[config.mk]
export PLATFORM = sky130hd
export DESIGN_NAME = multicycle_control_unit
export DESIGN_NICKNAME = d
export VERILOG_FILES = /design/src/rtl/cu_pkg.sv /design/src/rtl/cu_mem_wait.sv /design/src/rtl/multicycle_control_unit.sv
export SDC_FILE = /design/constraint.sdc
export NUM_CORES = 1
export LEC_CHECK = 0
export CAP_MARGIN = 20
export CORE_AREA = 2 2 55 57
export CTS_CLUSTER_DIAMETER = 200
export DETAILED_ROUTE_END_ITERATION = 16
export DIE_AREA = 0 0 57 59
export MAX_ROUTING_LAYER = met4
export PLACE_DENSITY = 0.68
export SETUP_SLACK_MARGIN = 0.4
export SYNTH_ARGS = -nofsm -noshare
export SYNTH_HDL_FRONTEND = slang
export SYNTH_SLANG_ARGS = --single-unit
[constraint.sdc]
create_clock -name CLK -period 2.5 [get_ports CLK]
set_clock_uncertainty 0.2 [all_clocks]
set_input_delay 0.5 -clock CLK [delete_from_list [all_inputs] [get_ports CLK]]
set_output_delay 0.5 -clock CLK [all_outputs]
set_load 0.01 [all_outputs]
[src/rtl/cu_pkg.sv]
// ============================================================================
// Module : cu_pkg
// Brief  : Shared state, opcode and mux/ALU encodings for the multicycle CU.
// Rev    : 1.0  initial release
// ============================================================================
`default_nettype none

package cu_pkg;

    typedef enum logic [2:0] {
        S_FETCH  = 3'd0,
        S_DECODE = 3'd1,
        S_EXEC   = 3'd2,
        S_MEM    = 3'd3,
        S_WB     = 3'd4,
        S_HALT   = 3'd5
    } cuState_t;

    localparam int unsigned OP_APUT  = 0;
    localparam int unsigned OP_ADD   = 1;
    localparam int unsigned OP_SUB   = 2;
    localparam int unsigned OP_LOAD  = 3;
    localparam int unsigned OP_STORE = 4;
    localparam int unsigned OP_BEQ   = 5;
    localparam int unsigned OP_JAL   = 6;
    localparam int unsigned OP_RET   = 7;
    localparam int unsigned OP_PUSH  = 8;
    localparam int unsigned OP_POP   = 9;

    localparam logic [1:0] MARY_ALU     = 2'b00;
    localparam logic [1:0] MARY_MEM     = 2'b01;
    localparam logic [1:0] MARY_SHELLEY = 2'b10;
    localparam logic [1:0] MARY_IMM     = 2'b11;

    localparam logic [1:0] ALU_ADD   = 2'b00;
    localparam logic [1:0] ALU_SUB   = 2'b01;
    localparam logic [1:0] ALU_PASSB = 2'b10;

endpackage

`default_nettype wire

[src/rtl/cu_mem_wait.sv]
// ============================================================================
// Module : cu_mem_wait
// Brief  : Memory-wait counter; flags a timeout on the held cycle whose count
//          reaches all-ones while ready is still low.
// Rev    : 1.0  initial release
// ============================================================================
`default_nettype none

module cu_mem_wait #(
    parameter int TIMEOUT_W = 4
) (
    input  logic clk,
    input  logic rst,
    input  logic i_wait,
    input  logic i_ready,
    output logic o_timeout
);

    // r_count holds the number of already-held cycles, so the current cycle
    // is held cycle r_count+1; fire when that reaches all-ones.
    localparam logic [TIMEOUT_W-1:0] c_lastWait = {TIMEOUT_W{1'b1}} - 1'b1;

    logic [TIMEOUT_W-1:0] r_count;

    always_ff @(posedge clk) begin
        if (rst || !i_wait || i_ready) begin
            r_count <= '0;
        end else begin
            r_count <= r_count + 1'b1;
        end
    end

    assign o_timeout = i_wait && !i_ready && (r_count == c_lastWait);

endmodule

`default_nettype wire

[src/rtl/multicycle_control_unit.sv]
// ============================================================================
// Module : multicycle_control_unit
// Brief  : FETCH/DECODE/EXEC/MEM/WB sequencer for the accumulator CPU with a
//          memory-ready timeout. Optional stack ops enabled by CU_STACK_EN.
// Rev    : 1.0  initial release
// ============================================================================
`default_nettype none

module multicycle_control_unit
    import cu_pkg::*;
#(
    parameter int OPCODE_W  = 5,
    parameter int ALUOP_W   = 2,
    parameter int TIMEOUT_W = 4
) (
    input  logic                CLK,
    input  logic                Reset,
    input  logic [OPCODE_W-1:0] OPCODE,
    input  logic                flagbit,
    input  logic                CompFlag,
    input  logic                MemReady,
    output logic                MemRead,
    output logic                MemWrite,
    output logic                MemSrc,
    output logic                IRWrite,
    output logic                RegWrite,
    output logic                MaryWrite,
    output logic                ShelleyWrite,
    output logic                CompWrite,
    output logic                RAWrite,
    output logic                PCWrite,
    output logic                SPWrite,
    output logic [1:0]          MarySrc,
    output logic                ShelleySrc,
    output logic                RASrc,
    output logic                PCSrc,
    output logic                SPSrc,
    output logic                RegDst,
    output logic                RegData,
    output logic                SrcA,
    output logic                SrcB,
    output logic [ALUOP_W-1:0]  ALUOP,
    output logic                Fault,
    output logic                Busy
);

`ifdef CU_STACK_EN
    localparam int unsigned c_lastOp = OP_POP;
`else
    localparam int unsigned c_lastOp = OP_RET;
`endif

    cuState_t            r_state;
    cuState_t            w_nextState;
    logic [OPCODE_W-1:0] r_opcode;
    logic                r_flag;
    logic                r_fault;
    logic                w_setFault;
    logic                w_wait;
    logic                w_timeout;
    logic                w_opLegal;
    logic                w_decodeFault;
    logic                w_isStore;
    logic                w_isMemToMary;

    assign w_opLegal     = (r_opcode <= OPCODE_W'(c_lastOp));
    assign w_decodeFault = (r_state == S_DECODE) && !w_opLegal;
    assign w_isStore     = (r_opcode == OPCODE_W'(OP_STORE));
    assign w_isMemToMary = (r_opcode == OPCODE_W'(OP_LOAD)) || (r_opcode == OPCODE_W'(OP_POP));

`ifdef CU_STACK_EN
    assign w_wait = (r_state == S_FETCH) || (r_state == S_MEM) ||
                    ((r_state == S_EXEC) && (r_opcode == OPCODE_W'(OP_PUSH)));
`else
    assign w_wait = (r_state == S_FETCH) || (r_state == S_MEM);
`endif

    cu_mem_wait #(
        .TIMEOUT_W (TIMEOUT_W)
    ) u_memWait (
        .clk       (CLK),
        .rst       (Reset),
        .i_wait    (w_wait),
        .i_ready   (MemReady),
        .o_timeout (w_timeout)
    );

    always_ff @(posedge CLK) begin
        if (Reset) begin
            r_state  <= S_FETCH;
            r_opcode <= '0;
            r_flag   <= 1'b0;
            r_fault  <= 1'b0;
        end else begin
            r_state <= w_nextState;
            if ((r_state == S_FETCH) && MemReady) begin
                r_opcode <= OPCODE;
                r_flag   <= flagbit;
            end
            if (w_setFault) begin
                r_fault <= 1'b1;
            end
        end
    end

    // Decode faults show immediately in DECODE; timeout faults after the edge.
    assign Fault = !Reset && (r_fault || w_decodeFault);

    always_comb begin
        w_nextState  = r_state;
        w_setFault   = 1'b0;
        MemRead      = 1'b0;
        MemWrite     = 1'b0;
        MemSrc       = 1'b0;
        IRWrite      = 1'b0;
        RegWrite     = 1'b0;
        MaryWrite    = 1'b0;
        ShelleyWrite = 1'b0;
        CompWrite    = 1'b0;
        RAWrite      = 1'b0;
        PCWrite      = 1'b0;
        SPWrite      = 1'b0;
        MarySrc      = MARY_ALU;
        ShelleySrc   = 1'b0;
        RASrc        = 1'b0;
        PCSrc        = 1'b0;
        SPSrc        = 1'b0;
        RegDst       = 1'b0;
        RegData      = 1'b0;
        SrcA         = 1'b0;
        SrcB         = 1'b0;
        ALUOP        = ALUOP_W'(ALU_ADD);
        Busy         = 1'b0;

        if (!Reset) begin
            Busy = (r_state != S_FETCH);
            case (r_state)
                S_FETCH: begin
                    MemRead = 1'b1;
                    if (MemReady) begin
                        IRWrite     = 1'b1;
                        PCWrite     = 1'b1;
                        w_nextState = S_DECODE;
                    end else if (w_timeout) begin
                        w_setFault  = 1'b1;
                        w_nextState = S_HALT;
                    end
                end
                S_DECODE: begin
                    if (!w_opLegal) begin
                        w_setFault  = 1'b1;
                        w_nextState = S_HALT;
                    end else begin
                        w_nextState = S_EXEC;
                    end
                end
                S_EXEC: begin
                    case (r_opcode)
                        OPCODE_W'(OP_APUT): w_nextState = S_WB;
                        OPCODE_W'(OP_ADD), OPCODE_W'(OP_SUB): begin
                            ALUOP       = (r_opcode == OPCODE_W'(OP_SUB)) ?
                                          ALUOP_W'(ALU_SUB) : ALUOP_W'(ALU_ADD);
                            SrcB        = 1'b1;
                            CompWrite   = 1'b1;
                            w_nextState = S_WB;
                        end
                        OPCODE_W'(OP_LOAD), OPCODE_W'(OP_STORE): begin
                            ALUOP       = ALUOP_W'(ALU_PASSB);
                            w_nextState = S_MEM;
                        end
                        OPCODE_W'(OP_BEQ): begin
                            PCWrite     = CompFlag;
                            PCSrc       = 1'b1;
                            w_nextState = S_FETCH;
                        end
                        OPCODE_W'(OP_JAL): begin
                            RAWrite     = 1'b1;
                            PCWrite     = 1'b1;
                            PCSrc       = 1'b1;
                            w_nextState = S_FETCH;
                        end
                        OPCODE_W'(OP_RET): begin
                            PCWrite     = 1'b1;
                            PCSrc       = 1'b1;
                            RASrc       = 1'b1;
                            w_nextState = S_FETCH;
                        end
`ifdef CU_STACK_EN
                        OPCODE_W'(OP_PUSH): begin
                            // SP moves only on the cycle the write completes.
                            SPWrite  = MemReady;
                            MemWrite = 1'b1;
                            MemSrc   = 1'b1;
                            if (MemReady) begin
                                w_nextState = S_FETCH;
                            end else if (w_timeout) begin
                                w_setFault  = 1'b1;
                                w_nextState = S_HALT;
                            end
                        end
                        OPCODE_W'(OP_POP): begin
                            SPWrite     = 1'b1;
                            SPSrc       = 1'b1;
                            w_nextState = S_MEM;
                        end
`endif
                        default: w_nextState = S_HALT;
                    endcase
                end
                S_MEM: begin
                    MemSrc   = 1'b1;
                    MemRead  = !w_isStore;
                    MemWrite = w_isStore;
                    if (MemReady) begin
                        w_nextState = w_isStore ? S_FETCH : S_WB;
                    end else if (w_timeout) begin
                        w_setFault  = 1'b1;
                        w_nextState = S_HALT;
                    end
                end
                S_WB: begin
                    if (r_opcode == OPCODE_W'(OP_APUT)) begin
                        if (r_flag) begin
                            ShelleyWrite = 1'b1;
                            ShelleySrc   = 1'b1;
                        end else begin
                            MaryWrite = 1'b1;
                            MarySrc   = MARY_IMM;
                        end
                    end else begin
                        MaryWrite = 1'b1;
                        MarySrc   = w_isMemToMary ? MARY_MEM : MARY_ALU;
                    end
                    w_nextState = S_FETCH;
                end
                S_HALT: w_nextState = S_HALT;
                default: w_nextState = S_FETCH;
            endcase
        end
    end

endmodule

`default_nettype wire

==> results.cfg, run 1 <==
[drt]
drt_iter0_drc = 19
wl_mm = 2.74
viasPerCell = 5.23
first_pass_iters = 4
drc = 0
drtAntennaViolNets = 0
wl_per_cell_um = 13.1
num_vias = 1098

[cts]
cts_tree = done
clk_pin_slew_ns = 0.08
cts_hold_buf = 0
cts_buffer_depth = 2
cts_sinks = 14
insertion_delay_ns = 0.27
cts-root-buf = clkbuf_4
cts_buffers = 3
cts-htree-levels = 1

[synth]
synth_area_mm2 = 0.00105
ys.flop_type = dfxtp_1
syn_avg_cell_area_um2 = 7.87
ys_types = 41
synth_edf_count = 0
yosys_warnings = 0
ys_seq_area_share_pct = 26.8
async_reset_ff_share_pct = 0
synthCells = 133
synth-seq-cells = 14

[die]
initial_core_util_pct = 38.6
die_w_um = 57
ios = 35
coreArea_mm2 = 0.00271
dieArea_mm2 = 0.00336
die_h_um = 59
rows = 19

[global_route]
grt_pass1_vias = 996
grt_max_degree = 15
overflow = 0
antenna_found_initial = 0
track_usage_pct = 16.4
grt_pass1_wl_mm = 4.36

[layout]
seq_area_um2 = 302
fillers = 261
syn_to_final_growth_pct = 47.4
diodes = 0
final_nets = 192
drive_gt1_share_pct = 44.7
multi_input_area_um2 = 718

[place]
port-buffer-count = 28
gp_congestion = 0.799
post-dp-hpwl_mm = 1.89

[hold_path]
holdPathStages = 1
holdCritPathClass = flip-flop to flip-flop

[pwr]
p_per_area_mw_per_mm2 = 577
fin_total_pwr_w = 0.000891
peakVddDrop_v = 0.000514
leakagePower_nw = 0.661

[worst_setup_path]
cp_max_fo = 4
ff2ff_path_depth = 7
critPathCaptureType = output pin
crit_required_ns = 1.80
cp-start-kind = primary input
path_class = primary input to output pin
crit_arrival_ns = 1.59

[timing]
setup-violations-final = 0
finalCritPeriodShare_pct = 91.5
whs_ns = 0.267
fmax_mhz = 437
rsz0062_at_grt = true
maxSlewViolCount = 0
period_minus_slack_ns = 2.29
hold_violations = 0

[outcome]
status = finished, final reports clean

[flow_run]
cap_violations = 0
-- critical path, cell delays in order --
cell	delay, ns
buf_6	0.10
or4b_4	0.56
nor2_4	0.12
and3_4	0.20
buf_6	0.10
-- metrics by stage --
step                      util, %  TNS, ns  area (um^2)  cells  setup slack [ns]
final                        57.0        0         1540    210             0.213
after global routing         57.0        0         1540    210             0.177
after CTS                    54.8        0         1490    202             0.180
after detailed placement     50.7    -6.61         1370    192            -0.545
after global placement       50.7    -6.25         1370    192            -0.507
after floorplan                 -        0         1080    138             0.355
-- cell usage after synthesis (2+ instances only) --
master    count  area, um^2
nand3_1       2        10.0
dfxtp_1      14         280
o22ai_1       3        18.8
nand2_1       5        18.8
nand4b_1      3        26.3
ha_1          2        25.0
nand2b_1      3        18.8
buf_6         2        22.5
nor2_1       24        90.1
clkbuf_1      2        7.51
buf_4        10        75.1
a31oi_1       5        31.3
inv_1         4        15.0
nor3_1        4        20.0
o21ai_0       2        10.0
a21oi_1       8        40.0
xor2_1        2        17.5
and2_1        2        12.5
buf_2         4        20.0
nor3_2        3        30.0
mux2i_1       5        50.1
nor2_2        2        12.5
and3_1        2        12.5
nor2b_1       2        12.5
o21ai_1       2        10.0
-- sequential cells by signal (all words and copies together), names as in the netlist --
name and count:
u_memWait.r_count 4, r_flag 1, r_fault 1, r_state 3
r_opcode 5
-- metal layers --
metal	part of all wire [%]	vias to the layer above	track usage, %	wire [um]
met5	0	-	-	0
met4	0.33	0	2.99	9
met3	4.5	2	1.97	123
li1	-	540	-	-
met2	53	28	29.1	1440
met1	42	528	20.5	1160
-- final timing paths --
check / from / to / slack (ns)
setup / recovery: Reset / ShelleyWrite / 0.21
hold / removal: u_memWait.r_count[0]$_SDFF_PP0_ / u_memWait.r_count[0]$_SDFF_PP0_ / 0.27
setup reg to reg: r_opcode[4]$_SDFFE_PP0P_ / r_state[2]$_SDFF_PP0_ / 0.73
hold reg to reg: u_memWait.r_count[0]$_SDFF_PP0_ / u_memWait.r_count[0]$_SDFF_PP0_ / 0.27
-- kinds of logic (layout without fill, tap and decap cells) --
kind of cell | after synthesis | count (layout) | synth area share [%]
and+or+nand+nor | 62 | 62 | 34.9
AOI/OAI and AO/OA | 24 | 24 | 14.9
xor gates and xnor gates | 3 | 3 | 2.51
DFF | 14 | 14 | 26.8
muxes | 5 | 5 | 4.78
adders and majority gates | 2 | 2 | 2.39
buffers and inverters | 22 | 63 | 13.4
other | 1 | 6 | 0.358
-- timing repair --
action                                  in CTS  in global routing
pin swaps                                    8                 11
gates cloned                                 0                  0
setup buffers                                6                  8
gates resized for setup                     88                 22
endpoints found under the setup margin      19                 18
-- final cells by class --
class                           instances  share of cell area (%)
Clock buffer                            4                    2.35
Inverter                                4                   0.972
Multi-Input combinational cell        102                    46.5
Sequential cell                        14                    19.5
Tap cell                               31                    2.51
Timing Repair Buffer                   55                    28.1
-- power breakdown --
part           internal, W  switching [W]
combinational     0.000227       0.000210
sequential        0.000254      0.0000394
clock            0.0000884      0.0000723
-- placed cells by master, fill, tap and decap left out, types with 2 or more instances in the layout --
cell,instances
a21oi_1,6
a21oi_2,2
a31oi_1,5
and2_4,2
buf_2,14
buf_4,23
buf_6,6
clkbuf_4,3
clkdlybuf4s15_2,2
clkdlybuf4s50_1,6
conb_1,6
dfxtp_1,7
dfxtp_2,2
dfxtp_4,5
dlygate4sd2_1,3
ha_1,2
inv_1,4
mux2i_1,5
nand2_1,5
nand2b_1,2
nand3_1,2
nand4b_1,3
nor2_1,24
nor2_4,3
nor2b_1,2
nor3_1,2
nor3_2,4
o21ai_0,2
o21ai_1,2
o22ai_1,3
xor2_1,2
No activity file was read; power rests on OpenSTA's default activity.
==> inputs of run 2 (changes only) <==
--- a/config.mk
+++ b/config.mk
@@ -5,13 +5,14 @@
 export SDC_FILE = /design/constraint.sdc
 export NUM_CORES = 1
 export LEC_CHECK = 0
+export ABC_AREA = 1
 export CAP_MARGIN = 20
-export CORE_AREA = 2 2 55 57
+export CORE_AREA = 2 2 51 53
 export CTS_CLUSTER_DIAMETER = 200
 export DETAILED_ROUTE_END_ITERATION = 16
-export DIE_AREA = 0 0 57 59
+export DIE_AREA = 0 0 53 55
 export MAX_ROUTING_LAYER = met4
-export PLACE_DENSITY = 0.68
+export PLACE_DENSITY = 0.72
 export SETUP_SLACK_MARGIN = 0.4
 export SYNTH_ARGS = -nofsm -noshare
 export SYNTH_HDL_FRONTEND = slang
==> run 2 against run 1 <==
Utilization up 3.5 points. Clock power is 21% lower. Via count is 4.2% lower. Combinational power up 96%. Worst setup slack gained 0.15 ns. First-iteration DRC count rose by 26%. Total power grew 56%. Sequential cell count is the same. Final cell count fell by 0.48%. Sequential share of layout area grew 1.6 points.
==> results.cfg, run 2 <==
[drt]
drtAntennaViolNets = 0
drt_iter0_drc = 24
num_vias = 1052
viasPerCell = 5.03
first_pass_iters = 4
drc = 0
wl_per_cell_um = 13.1
wl_mm = 2.73

[layout]
diodes = 0
top_regs = r_opcode x5, u_memWait.r_count x4, r_state x3
final_nets = 193
most-common-layout-cells = 15 x nor2_1, 14 x buf_2, 13 x nand2_1
largest_reg_flops = 5
syn_to_final_growth_pct = 58.4
drive_gt1_share_pct = 47.5
stdcell_count = 209
fillers = 215
mostFrequentLayoutCell = nor2_1
regMostFlops = r_opcode
post-route-util_pct = 60.4

[synth]
syn_avg_cell_area_um2 = 6.58
synth_commonest_cells = 20 x nand2_1, 18 x nor2_1, 16 x inv_1, 16 x nand3_1, 14 x dfxtp_1
ys_types = 25
synth.most_common_cell = nand2_1
async_reset_ff_share_pct = 0
ys_seq_area_share_pct = 31.1
yosys-top-cells-area = dfxtp_1 31%, nand3_1 8.9%, nand2_1 8.3%
yosys_warnings = 0
synth-seq-cells = 14
netlist.area_leader.share_pct = 31.1
synth_top_area_cell = dfxtp_1
synth_edf_count = 0
ys.flop_type = dfxtp_1
synth_area_um2 = 902
synthCells = 137

[place]
placed_cells = 194
gp_congestion = 0.870
port-buffer-count = 28
post-dp-hpwl_mm = 1.70

[hold_path]
holdPathStages = 1
hold_path.startpoint = u_memWait.r_count[0]$_SDFF_PP0_
holdPathEnd = u_memWait.r_count[0]$_SDFF_PP0_
holdCritPathClass = flip-flop to flip-flop

[die]
initial_core_util_pct = 38.1
coreArea_mm2 = 0.00236
rows = 18
ios = 35
dieArea_mm2 = 0.00292
die_w_um = 53
die_h_um = 55

[pwr]
leakagePower_nw = 0.645
peakVddDrop_v = 0.000495
p_per_area_mw_per_mm2 = 970

[worst_setup_path]
ff2ff_path_depth = 8
path_class = flip-flop to output pin
cp-start-kind = flip-flop
critPathCaptureType = output pin
cp_max_fo = 4
reg2reg_to = r_state[0]$_SDFF_PP0_
r2r_start = r_state[0]$_SDFF_PP0_
crit_required_ns = 1.80
r2r_slack_ns = 0.92
crit_arrival_ns = 1.44

[timing]
fmax_mhz = 467
rsz0062_at_grt = true
maxSlewViolCount = 0
finalCritPeriodShare_pct = 85.7
whs_ns = 0.272
period_minus_slack_ns = 2.14
hold_violations = 0
fin_setup_tns_ns = 0
setup-violations-final = 0

[cts]
cts_hold_buf = 0
cts-root-buf = clkbuf_4
cts_buffer_depth = 2
clk_pin_slew_ns = 0.08
cts-htree-levels = 1
cts_buffers = 3
insertion_delay_ns = 0.28
cts_tree = done
cts_sinks = 14

[global_route]
antenna_found_initial = 0
track_usage_pct = 19.2
overflow = 0
grt_pass1_wl_mm = 4.00
grt_max_degree = 14
grt_pass1_vias = 979

[flow_run]
cap_violations = 0

[outcome]
status = finished, final reports clean
[run 2: kinds of logic (layout without fill, tap and decap cells)]
kind of cell | after synthesis | in the layout | share of synthesized area, %
other | 1 | 6 | 0.416
adder cells (fa/ha/maj) | 2 | 2 | 2.77
buffers and inverters | 28 | 65 | 15.8
flip-flops | 14 | 14 | 31.1
AO/OA/AOI/OAI | 21 | 21 | 12.8
AND/OR/NAND/NOR | 69 | 69 | 35.2
XOR/XNOR | 2 | 2 | 1.94
[run 2: through the flow]
| step | instance area [um^2] | worst slack (ns) | power (W) |
|---|---|---|---|
| final | 1430 | 0.358 | 0.00139 |
| after global routing | 1430 | 0.274 | 0.00147 |
| after CTS | 1330 | 0.315 | 0.00117 |
| after detailed placement | 1190 | -0.218 | 0.000892 |
| after global placement | 1190 | -0.191 | 0.000874 |
| after floorplan | 921 | 0.434 | 0.000730 |
[run 2: metal layers]
layer,global-route usage [%],part of all wire (%),wire length [um],up-vias
met2,34.2,52,1420,41
met3,4.30,7.6,207,4
li1,-,-,-,523
met5,-,0,0,-
met4,8.97,1.5,42,0
met1,20.4,39,1060,484
[run 2: worst max-delay path by stage]
stage | from | to | slack (ns) | cells after the start
4_1_cts | r_state[2]$_SDFF_PP0_ | MarySrc[1] | 0.31 | 5
3_5_place_dp | Reset | SrcB | -0.22 | 5
5_1_grt | r_opcode[3]$_SDFFE_PP0P_ | ALUOP[1] | 0.27 | 7
2_1_floorplan | Reset | SrcB | 0.43 | 4
3_3_place_gp | Reset | CompWrite | -0.19 | 5
6_report | r_opcode[3]$_SDFFE_PP0P_ | ALUOP[1] | 0.36 | 7
[run 2: report_power, final]
| group | switching (W) | total (W) | internal (W) |
|---|---|---|---|
| registers | 0.0000994 | 0.000404 | 0.000304 |
| clock network | 0.0000715 | 0.000127 | 0.0000560 |
| logic | 0.000498 | 0.000855 | 0.000357 |
| total | 0.000669 | 0.00139 | 0.000717 |
[run 2: layout make-up]
class                           count  area (um^2)  area share [%]
Timing Repair Buffer               44          328            22.9
Clock buffer                        3         22.5            1.58
Sequential cell                    14          302            21.1
Tap cell                           30         37.5            2.63
Inverter                           18         67.6            4.73
Multi-Input combinational cell    100          672            47.0
[run 2: worst max-delay path, stage by stage (launching register included)]
cell and delay, ns:
dfxtp_4 0.36, nor2_4 0.18, buf_6 0.14, nand3_4 0.08, nand2_2 0.08, nand2_1 0.06, nor2_1 0.11, buf_2 0.14
[run 2: timing repair]
| action | 4_1_cts | 5_1_grt |
|---|---|---|
| pin swaps | 4 | 13 |
| buffers inserted | 8 | 4 |
| resized for setup | 88 | 43 |
| endpoints found under the setup margin | 19 | 18 |
| hold endpoints to repair | 0 | 0 |
==> inputs of run 3 (changes only) <==
--- a/config.mk
+++ b/config.mk
@@ -7,10 +7,11 @@
 export LEC_CHECK = 0
 export ABC_AREA = 1
 export CAP_MARGIN = 20
-export CORE_AREA = 2 2 51 53
+export CORE_AREA = 3 3 52 54
 export CTS_CLUSTER_DIAMETER = 200
+export CTS_CLUSTER_SIZE = 20
 export DETAILED_ROUTE_END_ITERATION = 16
-export DIE_AREA = 0 0 53 55
+export DIE_AREA = 0 0 55 57
 export MAX_ROUTING_LAYER = met4
 export PLACE_DENSITY = 0.72
 export SETUP_SLACK_MARGIN = 0.4
==> run 3 against run 2 <==
Sequential share of layout area rose by 0.14 points. Clock power grew 29%. Highest routed layer unchanged. Final cell count down 1.4%. Critical endpoint is now MarySrc[1].
==> results.cfg, run 3 (synthesized netlist as in run 2, its figures left out) <==
[layout]
drive_gt1_share_pct = 43.8
diodes = 0
regMostFlops = r_opcode
mostFrequentLayoutCell = nand2_1
most-common-layout-cells = 15 x nand2_1, 14 x nor2_1, 12 x buf_2
largest_reg_flops = 5
stdcell_count = 206
fillers = 194
final_nets = 191
top_regs = r_opcode x5, u_memWait.r_count x4, r_state x3
syn_to_final_growth_pct = 56.0

[cts]
cts_buffer_depth = 2
cts_sinks = 14
insertion_delay_ns = 0.28
clk_pin_slew_ns = 0.08
cts_tree = done
cts_buffers = 3
cts_hold_buf = 0
cts-htree-levels = 1
cts-root-buf = clkbuf_4

[worst_setup_path]
r2r_slack_ns = 1.01
slowest_delay_ns = 0.25
cp_max_fo = 8
reg2reg_to = r_opcode[0]$_SDFFE_PP0P_
crit_required_ns = 1.80
path_class = primary input to output pin
r2r_start = r_state[2]$_SDFF_PP0_
cp-start-kind = primary input
slowest_stage = dlygate4sd2_1
critPathCaptureType = output pin
crit_arrival_ns = 1.41
ff2ff_path_depth = 7
crit_chain = dlygate4sd2_1 -> inv_2 -> buf_6 -> nand2_1 -> nor3_1 -> buf_2

[outcome]
status = finished, final reports clean

[global_route]
overflow = 0
grt_pass1_wl_mm = 3.88
antenna_found_initial = 0
grt_max_degree = 14
grt_pass1_vias = 940
track_usage_pct = 17.2

[timing]
hold_violations = 0
finalCritPeriodShare_pct = 84.5
fmax_mhz = 473
maxSlewViolCount = 0
fin_ws_ns = 0.387
setup-violations-final = 0
rsz0062_at_grt = true
period_minus_slack_ns = 2.11

[hold_path]
holdCritPathClass = flip-flop to flip-flop
hold_path.startpoint = u_memWait.r_count[0]$_SDFF_PP0_
holdPathStages = 1
holdPathEnd = u_memWait.r_count[0]$_SDFF_PP0_

[drt]
dr_wl_met3_um = 155
met2_length_mm = 1.44
drtAntennaViolNets = 0
first_pass_iters = 4
wl_per_cell_um = 12.7
wl_mm = 2.61
wl_met1_um = 987
top_layer = met4
drt_iter0_drc = 15
num_vias = 1029
drc = 0
viasPerCell = 5.00

[die]
ios = 35
die_w_um = 55
dieArea_mm2 = 0.00314
coreArea_mm2 = 0.00225
rows = 17
die_h_um = 57
initial_core_util_pct = 40.0

[place]
gp_congestion = 0.847
port-buffer-count = 28
dp_slack_ns = -0.236
post-dp-hpwl_mm = 1.78
placed_cells = 194

[pwr]
leakagePower_nw = 0.638
peakVddDrop_v = 0.000611
p_per_area_mw_per_mm2 = 955

[flow_run]
cap_violations = 0
-- run 3: what timing repair did --
| item | CTS | global route |
|---|---|---|
| setup endpoints to repair | 19 | 17 |
| buffers inserted | 4 | 4 |
| resized for setup | 88 | 35 |
| pin swaps | 4 | 11 |
-- run 3: power by group --
part | switching (W) | internal, W
Sequential | 0.000103 | 0.000303
Clock | 0.0000752 | 0.0000887
Combinational | 0.000451 | 0.000322
-- run 3: final cells by class --
class | count | area, um^2 | area share, %
Multi-Input combinational cell | 100 | 641 | 45.5
Timing Repair Buffer | 42 | 327 | 23.2
Sequential cell | 14 | 299 | 21.2
Inverter | 18 | 70.1 | 4.98
Clock buffer | 4 | 36.3 | 2.58
Tap cell | 28 | 35.0 | 2.49
-- run 3: worst max path at each step --
stage	startpoint	endpoint	slack, ns	depth (start not counted)
2_1_floorplan	Reset	SrcB	0.43	4
3_3_place_gp	Reset	CompWrite	-0.17	5
3_5_place_dp	Reset	CompWrite	-0.24	5
4_1_cts	r_opcode[4]$_SDFFE_PP0P_	MarySrc[0]	0.35	5
5_1_grt	r_opcode[1]$_SDFFE_PP0P_	ALUOP[1]	0.30	8
6_report	Reset	MarySrc[1]	0.39	6
-- run 3: per-layer routing --
layer	global-route usage, %	up-vias
met5	-	-
met4	6.25	0
met3	3.13	4
met2	30.4	36
met1	18.4	475
li1	-	514
-- run 3: per-stage QoR --
stage          hold slack (ns)  utilization (%)  area, um^2  total power, W  TNS, ns
6_report                 0.270             62.4        1410         0.00134        0
2_1_floorplan            0.230                -         921        0.000730        0
4_1_cts                  0.281             57.3        1290         0.00116        0
3_3_place_gp             0.247             53.5        1210        0.000892    -1.47
3_5_place_dp             0.260             53.5        1210        0.000898    -1.82
5_1_grt                  0.313             62.4        1410         0.00144        0
-- run 3: worst max-delay path: cells and delay by family --
kind,cells,cell delay [ns]
AND/OR/NAND/NOR,2,0.29
buffers and inverters,4,0.62
